## config.mk

```make
export PLATFORM = sky130hd
export DESIGN_NAME = pc_ras_unit_flat
export DESIGN_NICKNAME = d
export VERILOG_FILES = /design/src/rtl/pc_ras_unit_if.sv /design/src/rtl/pc_ras_unit.sv /design/src/flat_wrapper.sv
export SDC_FILE = /design/constraint.sdc
export NUM_CORES = 1
export LEC_CHECK = 0
export ABC_AREA = 0
export BUFFER_PORTS_ARGS = -buffer_cell sky130_fd_sc_hd__clkbuf_2
export CORE_ASPECT_RATIO = 0.6
export CORE_UTILIZATION = 32
export DETAILED_ROUTE_END_ITERATION = 10
export SLEW_MARGIN = 25
export SYNTH_ARGS = -nofsm -noshare
export SYNTH_HDL_FRONTEND = slang
export SYNTH_SLANG_ARGS = --single-unit
```

## constraint.sdc

```tcl
create_clock -name clock -period 4.1 [get_ports clock]
set_input_delay 0.205 -clock clock [delete_from_list [all_inputs] [get_ports clock]]
set_output_delay 0.205 -clock clock [all_outputs]
set_load 0.1 [all_outputs]
```

## src/rtl/pc_ras_unit_if.sv

```systemverilog
// pc_ras_unit_if: groups the control, target and status signals of pc_ras_unit.
//   master : drives stall, pc_src, branch_imm, jump_imm, redirect_valid, redirect_addr;
//            observes pc, halted and the return-address-stack status.
//   slave  : the PC/RAS unit itself (sees the controls, drives the status).
interface pc_ras_unit_if #(
   parameter int unsigned ADDR_W    = 32,
   parameter int unsigned RAS_DEPTH = 8
);
   localparam int unsigned CNT_W = $clog2(RAS_DEPTH) + 1;

   logic              stall;
   logic [2:0]        pc_src;
   logic [ADDR_W-1:0] branch_imm;
   logic [ADDR_W-1:0] jump_imm;
   logic              redirect_valid;
   logic [ADDR_W-1:0] redirect_addr;

   logic [ADDR_W-1:0] pc;
   logic              halted;
   logic [CNT_W-1:0]  ras_count;
   logic              ras_empty;
   logic              ras_full;
   logic              ras_overflow;
   logic              ras_underflow;

   modport master (
      output stall, pc_src, branch_imm, jump_imm, redirect_valid, redirect_addr,
      input  pc, halted, ras_count, ras_empty, ras_full, ras_overflow, ras_underflow
   );

   modport slave (
      input  stall, pc_src, branch_imm, jump_imm, redirect_valid, redirect_addr,
      output pc, halted, ras_count, ras_empty, ras_full, ras_overflow, ras_underflow
   );
endinterface

```

## src/rtl/pc_ras_unit.sv

```systemverilog
// pc_ras_unit: program counter with a circular return-address stack.
//   clock : sole clock, rising edge
//   reset : synchronous, active-high; overrides every other input
//   bus   : pc_ras_unit_if.slave
//           in  stall, pc_src (0 SEQ, 1 BRANCH, 2 JUMP, 3 CALL, 4 RETURN, 5-7 SEQ),
//               branch_imm, jump_imm (signed offsets), redirect_valid, redirect_addr
//           out pc, halted, ras_count, ras_empty, ras_full, ras_overflow, ras_underflow
// RETURN on an empty stack halts the unit until a redirect or reset.
module pc_ras_unit #(
   parameter int unsigned       ADDR_W    = 32,
   parameter int unsigned       RAS_DEPTH = 8,
   parameter logic [ADDR_W-1:0] RESET_PC  = '0,
   parameter int unsigned       PC_INC    = 4
) (
   input logic          clock,
   input logic          reset,
   pc_ras_unit_if.slave bus
);
   localparam int unsigned PTR_W = $clog2(RAS_DEPTH);
   localparam int unsigned CNT_W = PTR_W + 1;

   localparam logic [2:0] SRC_SEQ    = 3'd0;
   localparam logic [2:0] SRC_BRANCH = 3'd1;
   localparam logic [2:0] SRC_JUMP   = 3'd2;
   localparam logic [2:0] SRC_CALL   = 3'd3;
   localparam logic [2:0] SRC_RETURN = 3'd4;

   typedef enum logic [0:0] {StRun, StHalt} state_e;

   state_e            state_q, state_d;
   logic [ADDR_W-1:0] pc_q, pc_d;
   logic [PTR_W-1:0]  wr_ptr_q, wr_ptr_d;
   logic [CNT_W-1:0]  count_q, count_d;
   logic              overflow_q, overflow_d;
   logic              underflow_q, underflow_d;

   logic [ADDR_W-1:0] stack [RAS_DEPTH];
   logic              push_en;
   logic [ADDR_W-1:0] seq_pc;
   logic [PTR_W-1:0]  top_idx;
   logic              full;

   assign seq_pc  = pc_q + ADDR_W'(PC_INC);
   // wr_ptr names the next free slot; the newest entry sits just below it.
   // Power-of-two depth lets the pointer wrap naturally, so a push on a
   // full stack overwrites the oldest entry.
   assign top_idx = wr_ptr_q - PTR_W'(1);
   assign full    = (count_q == CNT_W'(RAS_DEPTH));

   always_comb begin
      state_d     = state_q;
      pc_d        = pc_q;
      wr_ptr_d    = wr_ptr_q;
      count_d     = count_q;
      overflow_d  = overflow_q;
      underflow_d = underflow_q;
      push_en     = 1'b0;

      if (bus.redirect_valid) begin
         pc_d    = bus.redirect_addr;
         state_d = StRun;
      end else if (!bus.stall && state_q == StRun) begin
         case (bus.pc_src)
            SRC_BRANCH: pc_d = pc_q + bus.branch_imm;
            SRC_JUMP:   pc_d = pc_q + bus.jump_imm;
            SRC_CALL: begin
               pc_d     = pc_q + bus.jump_imm;
               push_en  = 1'b1;
               wr_ptr_d = wr_ptr_q + PTR_W'(1);
               if (full) begin
                  overflow_d = 1'b1;
               end else begin
                  count_d = count_q + CNT_W'(1);
               end
            end
            SRC_RETURN: begin
               if (count_q != '0) begin
                  pc_d     = stack[top_idx];
                  wr_ptr_d = top_idx;
                  count_d  = count_q - CNT_W'(1);
               end else begin
                  underflow_d = 1'b1;
                  state_d     = StHalt;
               end
            end
            default: pc_d = seq_pc; // SRC_SEQ and unused encodings 5-7
         endcase
      end
   end

   always_ff @(posedge clock) begin
      if (reset) begin
         state_q     <= StRun;
         pc_q        <= RESET_PC;
         wr_ptr_q    <= '0;
         count_q     <= '0;
         overflow_q  <= 1'b0;
         underflow_q <= 1'b0;
      end else begin
         state_q     <= state_d;
         pc_q        <= pc_d;
         wr_ptr_q    <= wr_ptr_d;
         count_q     <= count_d;
         overflow_q  <= overflow_d;
         underflow_q <= underflow_d;
      end
   end

   // Stack storage carries no reset; ras_count alone defines validity.
   always_ff @(posedge clock) begin
      if (!reset && push_en) begin
         stack[wr_ptr_q] <= seq_pc;
      end
   end

   assign bus.pc            = pc_q;
   assign bus.halted        = (state_q == StHalt);
   assign bus.ras_count     = count_q;
   assign bus.ras_empty     = (count_q == '0);
   assign bus.ras_full      = full;
   assign bus.ras_overflow  = overflow_q;
   assign bus.ras_underflow = underflow_q;
endmodule
```

## src/flat_wrapper.sv

```systemverilog
// flat-port wrapper written by rule: the top's interface ports become plain ports
module pc_ras_unit_flat 
#(
   parameter int unsigned       ADDR_W    = 32,
   parameter int unsigned       RAS_DEPTH = 8,
   parameter logic [ADDR_W-1:0] RESET_PC  = '0,
   parameter int unsigned       PC_INC    = 4
)
  (clock, reset, bus_stall, bus_pc_src, bus_branch_imm, bus_jump_imm, bus_redirect_valid, bus_redirect_addr, bus_pc, bus_halted, bus_ras_count, bus_ras_empty, bus_ras_full, bus_ras_overflow, bus_ras_underflow);
  pc_ras_unit_if #(.ADDR_W(ADDR_W), .RAS_DEPTH(RAS_DEPTH)) bus_i ();
  input logic clock;
  input logic reset;
  input wire logic [$bits(bus_i.stall)-1:0] bus_stall;
  input wire logic [$bits(bus_i.pc_src)-1:0] bus_pc_src;
  input wire logic [$bits(bus_i.branch_imm)-1:0] bus_branch_imm;
  input wire logic [$bits(bus_i.jump_imm)-1:0] bus_jump_imm;
  input wire logic [$bits(bus_i.redirect_valid)-1:0] bus_redirect_valid;
  input wire logic [$bits(bus_i.redirect_addr)-1:0] bus_redirect_addr;
  output wire logic [$bits(bus_i.pc)-1:0] bus_pc;
  output wire logic [$bits(bus_i.halted)-1:0] bus_halted;
  output wire logic [$bits(bus_i.ras_count)-1:0] bus_ras_count;
  output wire logic [$bits(bus_i.ras_empty)-1:0] bus_ras_empty;
  output wire logic [$bits(bus_i.ras_full)-1:0] bus_ras_full;
  output wire logic [$bits(bus_i.ras_overflow)-1:0] bus_ras_overflow;
  output wire logic [$bits(bus_i.ras_underflow)-1:0] bus_ras_underflow;
  assign bus_i.stall = bus_stall;
  assign bus_i.pc_src = bus_pc_src;
  assign bus_i.branch_imm = bus_branch_imm;
  assign bus_i.jump_imm = bus_jump_imm;
  assign bus_i.redirect_valid = bus_redirect_valid;
  assign bus_i.redirect_addr = bus_redirect_addr;
  assign bus_pc = bus_i.pc;
  assign bus_halted = bus_i.halted;
  assign bus_ras_count = bus_i.ras_count;
  assign bus_ras_empty = bus_i.ras_empty;
  assign bus_ras_full = bus_i.ras_full;
  assign bus_ras_overflow = bus_i.ras_overflow;
  assign bus_ras_underflow = bus_i.ras_underflow;
  pc_ras_unit #(.ADDR_W(ADDR_W), .RAS_DEPTH(RAS_DEPTH), .RESET_PC(RESET_PC), .PC_INC(PC_INC)) u_core (.clock(clock), .reset(reset), .bus(bus_i));
endmodule
```

; ---- Word level (Yosys, flattened, before mapping)
; Memory sizes are Yosys's and may differ from the RTL's.
; Index checks and enable logic that the tools add are counted.
[op_classes]
reduce_logical = 16
add_sub_neg = 7
n_eq_ne = 8
div = 0
n_bitwise = 3
order_cmp = 0
shift = 0
mul = 0
mux = 14
[op_table]
columns = operator, count
row1 = two-way mux 32 bit, 3
row2 = one-hot mux 32 bit (3 select lines), 1
row3 = adder 32 bit, 2
row4 = "adder 32 x 3 -> 32 bit, second input constant", 1
row5 = AND reduction 4 bit, 3
row6 = two-way mux 4 bit, 2
row7 = one-hot mux 4 bit (2 select lines), 1
row8 = "equality test 3 x 2 -> 1 bit, second input constant", 2
row9 = one-hot mux 3 bit (2 select lines), 1
row10 = two-way mux 1 bit, 5
row11 = AND reduction 5 bit, 1
row12 = "adder 4 x 1 -> 4 bit, second input constant", 1
row13 = "equality test 4 bit, second input constant", 1
row14 = logical NOT 4 bit, 1
row15 = nonzero test 2 bit, 2
row16 = nonzero test 4 bit, 1
row17 = OR reduction 2 bit, 2
row18 = "subtractor 4 x 1 -> 4 bit, second input constant", 1
row19 = "adder 3 x 1 -> 3 bit, second input constant", 1
row20 = "equality test 3 x 1 -> 1 bit, second input constant", 1
row21 = "equality test 3 bit, second input constant", 1
row22 = two-way mux 3 bit, 1
row23 = "!= test 3 x 2 -> 1 bit, second input constant", 1
row24 = NOT 1 bit, 3
row25 = other kinds (7), 9
[totals]
ff_bits = 42
mem_count = 1
output_inout_bits = 41
mem_bits_rw = 256
latch_bits = 0
rom_bits = 0
word_cells = 55
input_bits = 103
[mem_list]
columns = name, depth, word_bits, read_ports, rd_ports_with_merged_regs, write_ports, line
row1 = u_core.stack, 8, 32, 1, 0, 1, pc_ras_unit.sv:37  ; logic [ADDR_W-1:0] stack [RAS_DEPTH];

; ---- Longest topological paths before layout
[depth]
word_depth = 7
mapped_depth = 14
ltp_nobuf = 11

; ---- Worst setup path before layout
; OpenSTA, ideal clock, no wires.
[synth_path]
kind = flip-flop to flip-flop
start = register u_core.count_q[3] (netlist: u_core.bus.ras_count[3])
end = register u_core.count_q[3] (netlist: u_core.bus.ras_count[3])
setup_ns = 0.128
setup_slack_ns = -1.407
path_buffers = 0
required_ns = 3.972
arrival_ns = 5.380
stages_incl_launch_ff = 6
synth_period_minus_slack_ns = 5.507
path_cell_list = dfxtp_1 -> nor4b_1 -> a31oi_1 -> nand2_1 -> xor2_1 -> nor2_1
[synth_between]
elab_chain_cells = 3
elab_cells_between_ends = 10
cone_classes = add/sub: 2 / eq/ne: 3 / mux: 3 / reduce/logical: 2
[synth_rtl]
columns = element, line
row1 = from (decl), pc_ras_unit.sv:33  ; logic [CNT_W-1:0] count_q, count_d;
row2 = from (signal assigned), pc_ras_unit.sv:103  ; count_q <= count_d;
row3 = equality test 4 bit, pc_ras_unit.sv:48  ; assign full = (count_q == CNT_W'(RAS_DEPTH));
row4 = net bus_ras_full, flat_wrapper.sv:23  ; output wire logic [$bits(bus_i.ras_full)-1:0] bus_ras_full;
row5 = != test 2 bit (no line), --
row6 = AND reduction 5 bit (no line), --
; The timed path passes the listed nets, and every way through them passes these cells. The select of a mux whose other input is x is not followed.
; A chain may end at the register's enable or synchronous reset.

; ---- Worst setup path after layout
[layout_path]
start = register u_core.pc_q[0] (netlist: u_core.bus.pc[0])
end = register u_core.pc_q[30] (netlist: u_core.bus.pc[30])
[layout_between]
elab_chain_cells = 4
elab_cells_between_ends = 6
cone_classes = add/sub: 3 / mux: 3
[layout_rtl]
columns = element, line
row1 = from (decl), pc_ras_unit.sv:31  ; logic [ADDR_W-1:0] pc_q, pc_d;
row2 = from (signal assigned), pc_ras_unit.sv:101  ; pc_q <= pc_d;
row3 = "adder 32 x 3 -> 32 bit, or another cell as far along", pc_ras_unit.sv:43  ; assign seq_pc = pc_q + ADDR_W'(PC_INC);
row4 = one-hot mux 32 bit (3 select lines) (*), pc_ras_unit.sv:63  ; case (bus.pc_src)
row5 = two-way mux 32 bit (*), pc_ras_unit.sv:62  ; end else if (!bus.stall && state_q == StRun) begin
row6 = two-way mux 32 bit (*), pc_ras_unit.sv:59  ; if (bus.redirect_valid) begin
; Every way passes the cells marked *; elsewhere a longest branch is shown, timed or not. The select of a mux whose other input is x is not followed.

==> run metrics <==
status=finished, final reports clean; fin crit period=3.54 ns; clock sink count=298; IO Pins=144; Layout Skew=0.0167 ns; final setup fails=0; CP top delay family=compound AO/OA/AOI/OAI gates; slowest cell delay on critical path=0.72 ns; Mapped Nets=1237; area occupied by multi-input gates=6110 sq um; share of cells above drive strength 1=28.2%; Site Rows=60; Synth Area in Compound Gates=13.5%; critical path cell sequence=ha_1 -> fa_1 -> nand3_2 -> a211oi_2 -> o2111ai_2 -> a211oi_4 -> a41oi_4 -> or4_1 -> a311oi_1; synth warn=0; leak pwr=6.14 nW; worst slew margin relative to its limit=34.6%; Clock Pin Slew Worst Setup and Hold Paths=0.07 ns; detailed placement HPWL=31700 microns; kind of critical path=reg -> reg; unrepaired setup endpoints after global routing=no; highest clock rate=0.283 GHz; count of cell types in the netlist=77; CTS HTree Levels=1; Power Density=420 nW/um^2; Setup WS post-layout=0.562 ns; R2R setup slack=0.56 ns; die area=47400 sq um; setup TNS=0 ns; vias=10700; area of placed instances=16500 sq um; root buf cell=clkbuf_16; Mapped Area=14900 sq um; CTS tree=done; Final ANT Viol Nets=0; fillcell total=4335; WP data required=4.57 ns; Die X=280 microns; first-pass GRT wire length=67000 microns; gr usage total=19.1%; post-synthesis cell count=1089; maxcap violations=0; post-synthesis adder-cell area fraction=3.89%; initial drt markers=1294; maximum vdd drop=0.298 mV; number of global-route vias before repair=10000; Synth Area in Simple Gates=7.76%; Synth async-reset ratio=0%; total grt overflow=0; mux contribution to synthesized area=12.3%; WHS=0.0103 ns; TritonRoute pass-1 iters=6; CP arrival=4.01 ns; largest net degree at the start of global routing=45; chip height=169 microns; CTS Buf Count=29; CP startpoint kind=flip-flop; Longest Clk Path Bufs=3; main flop type after synthesis=edfxtp_1; Crit. End Element=flip-flop; routed wire length=46100 microns; I/O Buffers=143; WL per Instance=24.5 microns; EDFF count, synth=256; Crit path buffers/inverters=0; Worst Max-Slew Pin Slew=0.976 ns; Final nets=1391; post-synthesis register bit count=298; FF+latch area=8530 sq um; P&R area growth vs syn=17.9%; vias per inst=5.65; Synth Area in XOR/XNOR=2.89%; final instance area=17500 sq um; pre-CTS setup slack=0.234 ns; CORE AREA=45300 sq um; largest family of logic cells by synthesized area=compound AO/OA/AOI/OAI gates; DRC=0; Starting Density=32.8%; initial antenna violation count=4; Slew Viols, Final=0; CP max stage cell=dfxtp_1; mean post-synth cell area=13.7 sq um; Worst Hold Class=in -> reg; clk_lat worst skew=0.57 ns; Worst Path Max Fanout=11; period utilisation layout=86.3%; GPL Wtd Cong=0.913; sequential element share of the synthesized area=57.3%; final hold vios=0
## logic make-up (layout without fill, tap and decap cells)
family                   after synthesis  count (layout)
multiplexers                          99              99
AO/OA/AOI/OAI                        281             281
flip-flops                           298             298
buffers and inverters                 85             260
adder cells (fa/ha/maj)               45              45
AND/OR/NAND/NOR                      232             232
other                                  0               1
XOR/XNOR                              49              49
## layout make-up
cell class	instances	share of cell area (%)
antenna	1	0.0143
clock buffer	40	4.49
clock inverter	12	0.792
inverter	21	0.450
multi-input combinational	706	34.8
sequential	298	48.7
tap	620	4.42
timing repair buffer	187	6.34
## tightest hold or removal path, stage by stage
cell and delay, ns:
clkbuf_2 0.12, a22oi_1 0.08, a21oi_1 0.13
## worst paths after layout
path | startpoint | to | cells after the start
setup / recovery | u_core.bus.pc[0] | u_core.bus.pc[30] | 9
hold / removal | bus_redirect_addr[10] | u_core.bus.pc[10] | 3
setup reg to reg | u_core.bus.pc[0] | u_core.bus.pc[30] | 9
hold reg to reg | u_core.bus.ras_underflow | u_core.bus.ras_underflow | 2
## placed cells by master, fill, tap and decap left out, types with 7 or more instances in the layout
cell type  netlist  final
a21o_1          21     21
or3_1            8      8
mux2_2          31     31
clkbuf_16        0     29
inv_1           20     20
buf_4            2     34
xnor2_1         31     31
a21oi_1         75     75
a22oi_1         10     10
nand3_1         18     18
o31ai_1          7      7
dfxtp_1         42     41
mux4_2          64     64
o21ai_0         31     31
nor3_1          20     18
a31oi_1         11     11
o211ai_1         7      7
ha_1            43     42
a211oi_1         9      9
nand4_1          9      9
clkbuf_1        39      9
nand2_1         71     71
a311oi_1         7      7
nor2_1          50     42
clkbuf_2         0    143
a221o_1         10     10
a221oi_1        29     29
edfxtp_1       256    256
and3_1          17     17
xor2_1          18     17
## registers in the layout, indices dropped and copies added, names as in the netlist
register                  count
u_core.bus.pc                32
u_core.stack                256
u_core.wr_ptr_q               3
u_core.bus.ras_overflow       1
u_core.bus.halted             1
u_core.bus.ras_count          4
u_core.bus.ras_underflow      1
## through the flow
step | utilization (%) | cells | total power, mW
6_report | 38.7 | 1885 | 7.36
5_1_grt | 38.7 | 1884 | 7.59
4_1_cts | 38.7 | 1884 | 7.38
3_5_place_dp | 36.5 | 1826 | 4.71
3_3_place_gp | 36.5 | 1826 | 4.69
2_1_floorplan | - | 1089 | 4.33
## cell usage after synthesis, drive strengths merged (5+ instances only)
master	number	area, sq um
xnor2	31	272
o211ai	7	52.6
o21ai	34	170
or3	8	50.1
ha	43	538
and4	6	52.6
xor2	18	158
a221o	10	100
and3	19	121
mux4	64	1440
nand3	20	110
nand4	9	56.3
a31oi	11	68.8
nor3	21	110
a311oi	7	61.3
o21bai	5	37.5
edfxtp	256	7690
o31ai	7	52.6
a31o	5	43.8
a21oi	75	375
a211oi	11	100
a22oi	10	75.1
buf	25	121
a221oi	29	254
clkbuf	39	146
nand2	71	267
o21a	5	37.5
mux2	31	349
a222oi	6	60.1
dfxtp	42	841
a21o	22	166
nor2	50	188
inv	21	78.8
## routing by layer
metal  up-vias  GRT usage, %  part of all wire (%)
li1       4683             -                     -
met1      5393          29.1                    45
met2       523          27.9                    43
met3        52          4.28                    11
met4         4          2.87                   1.3
met5         -             0                 0.054
## timing repair
action | 4_1_cts | 5_1_grt
hold endpoints to repair | 6 | 0
hold buffers | 6 | 0
setup endpoints to repair | 0 | 0
resized for setup | 0 | 0
setup buffers | 0 | 0
## where the power goes
part	internal [mW]	switching, mW	total, mW
combinational	0.403	0.824	1.23
sequential	3.35	0.0886	3.44
clock	1.52	1.16	2.69
Note: power is estimated with default switching activity, not from simulation.
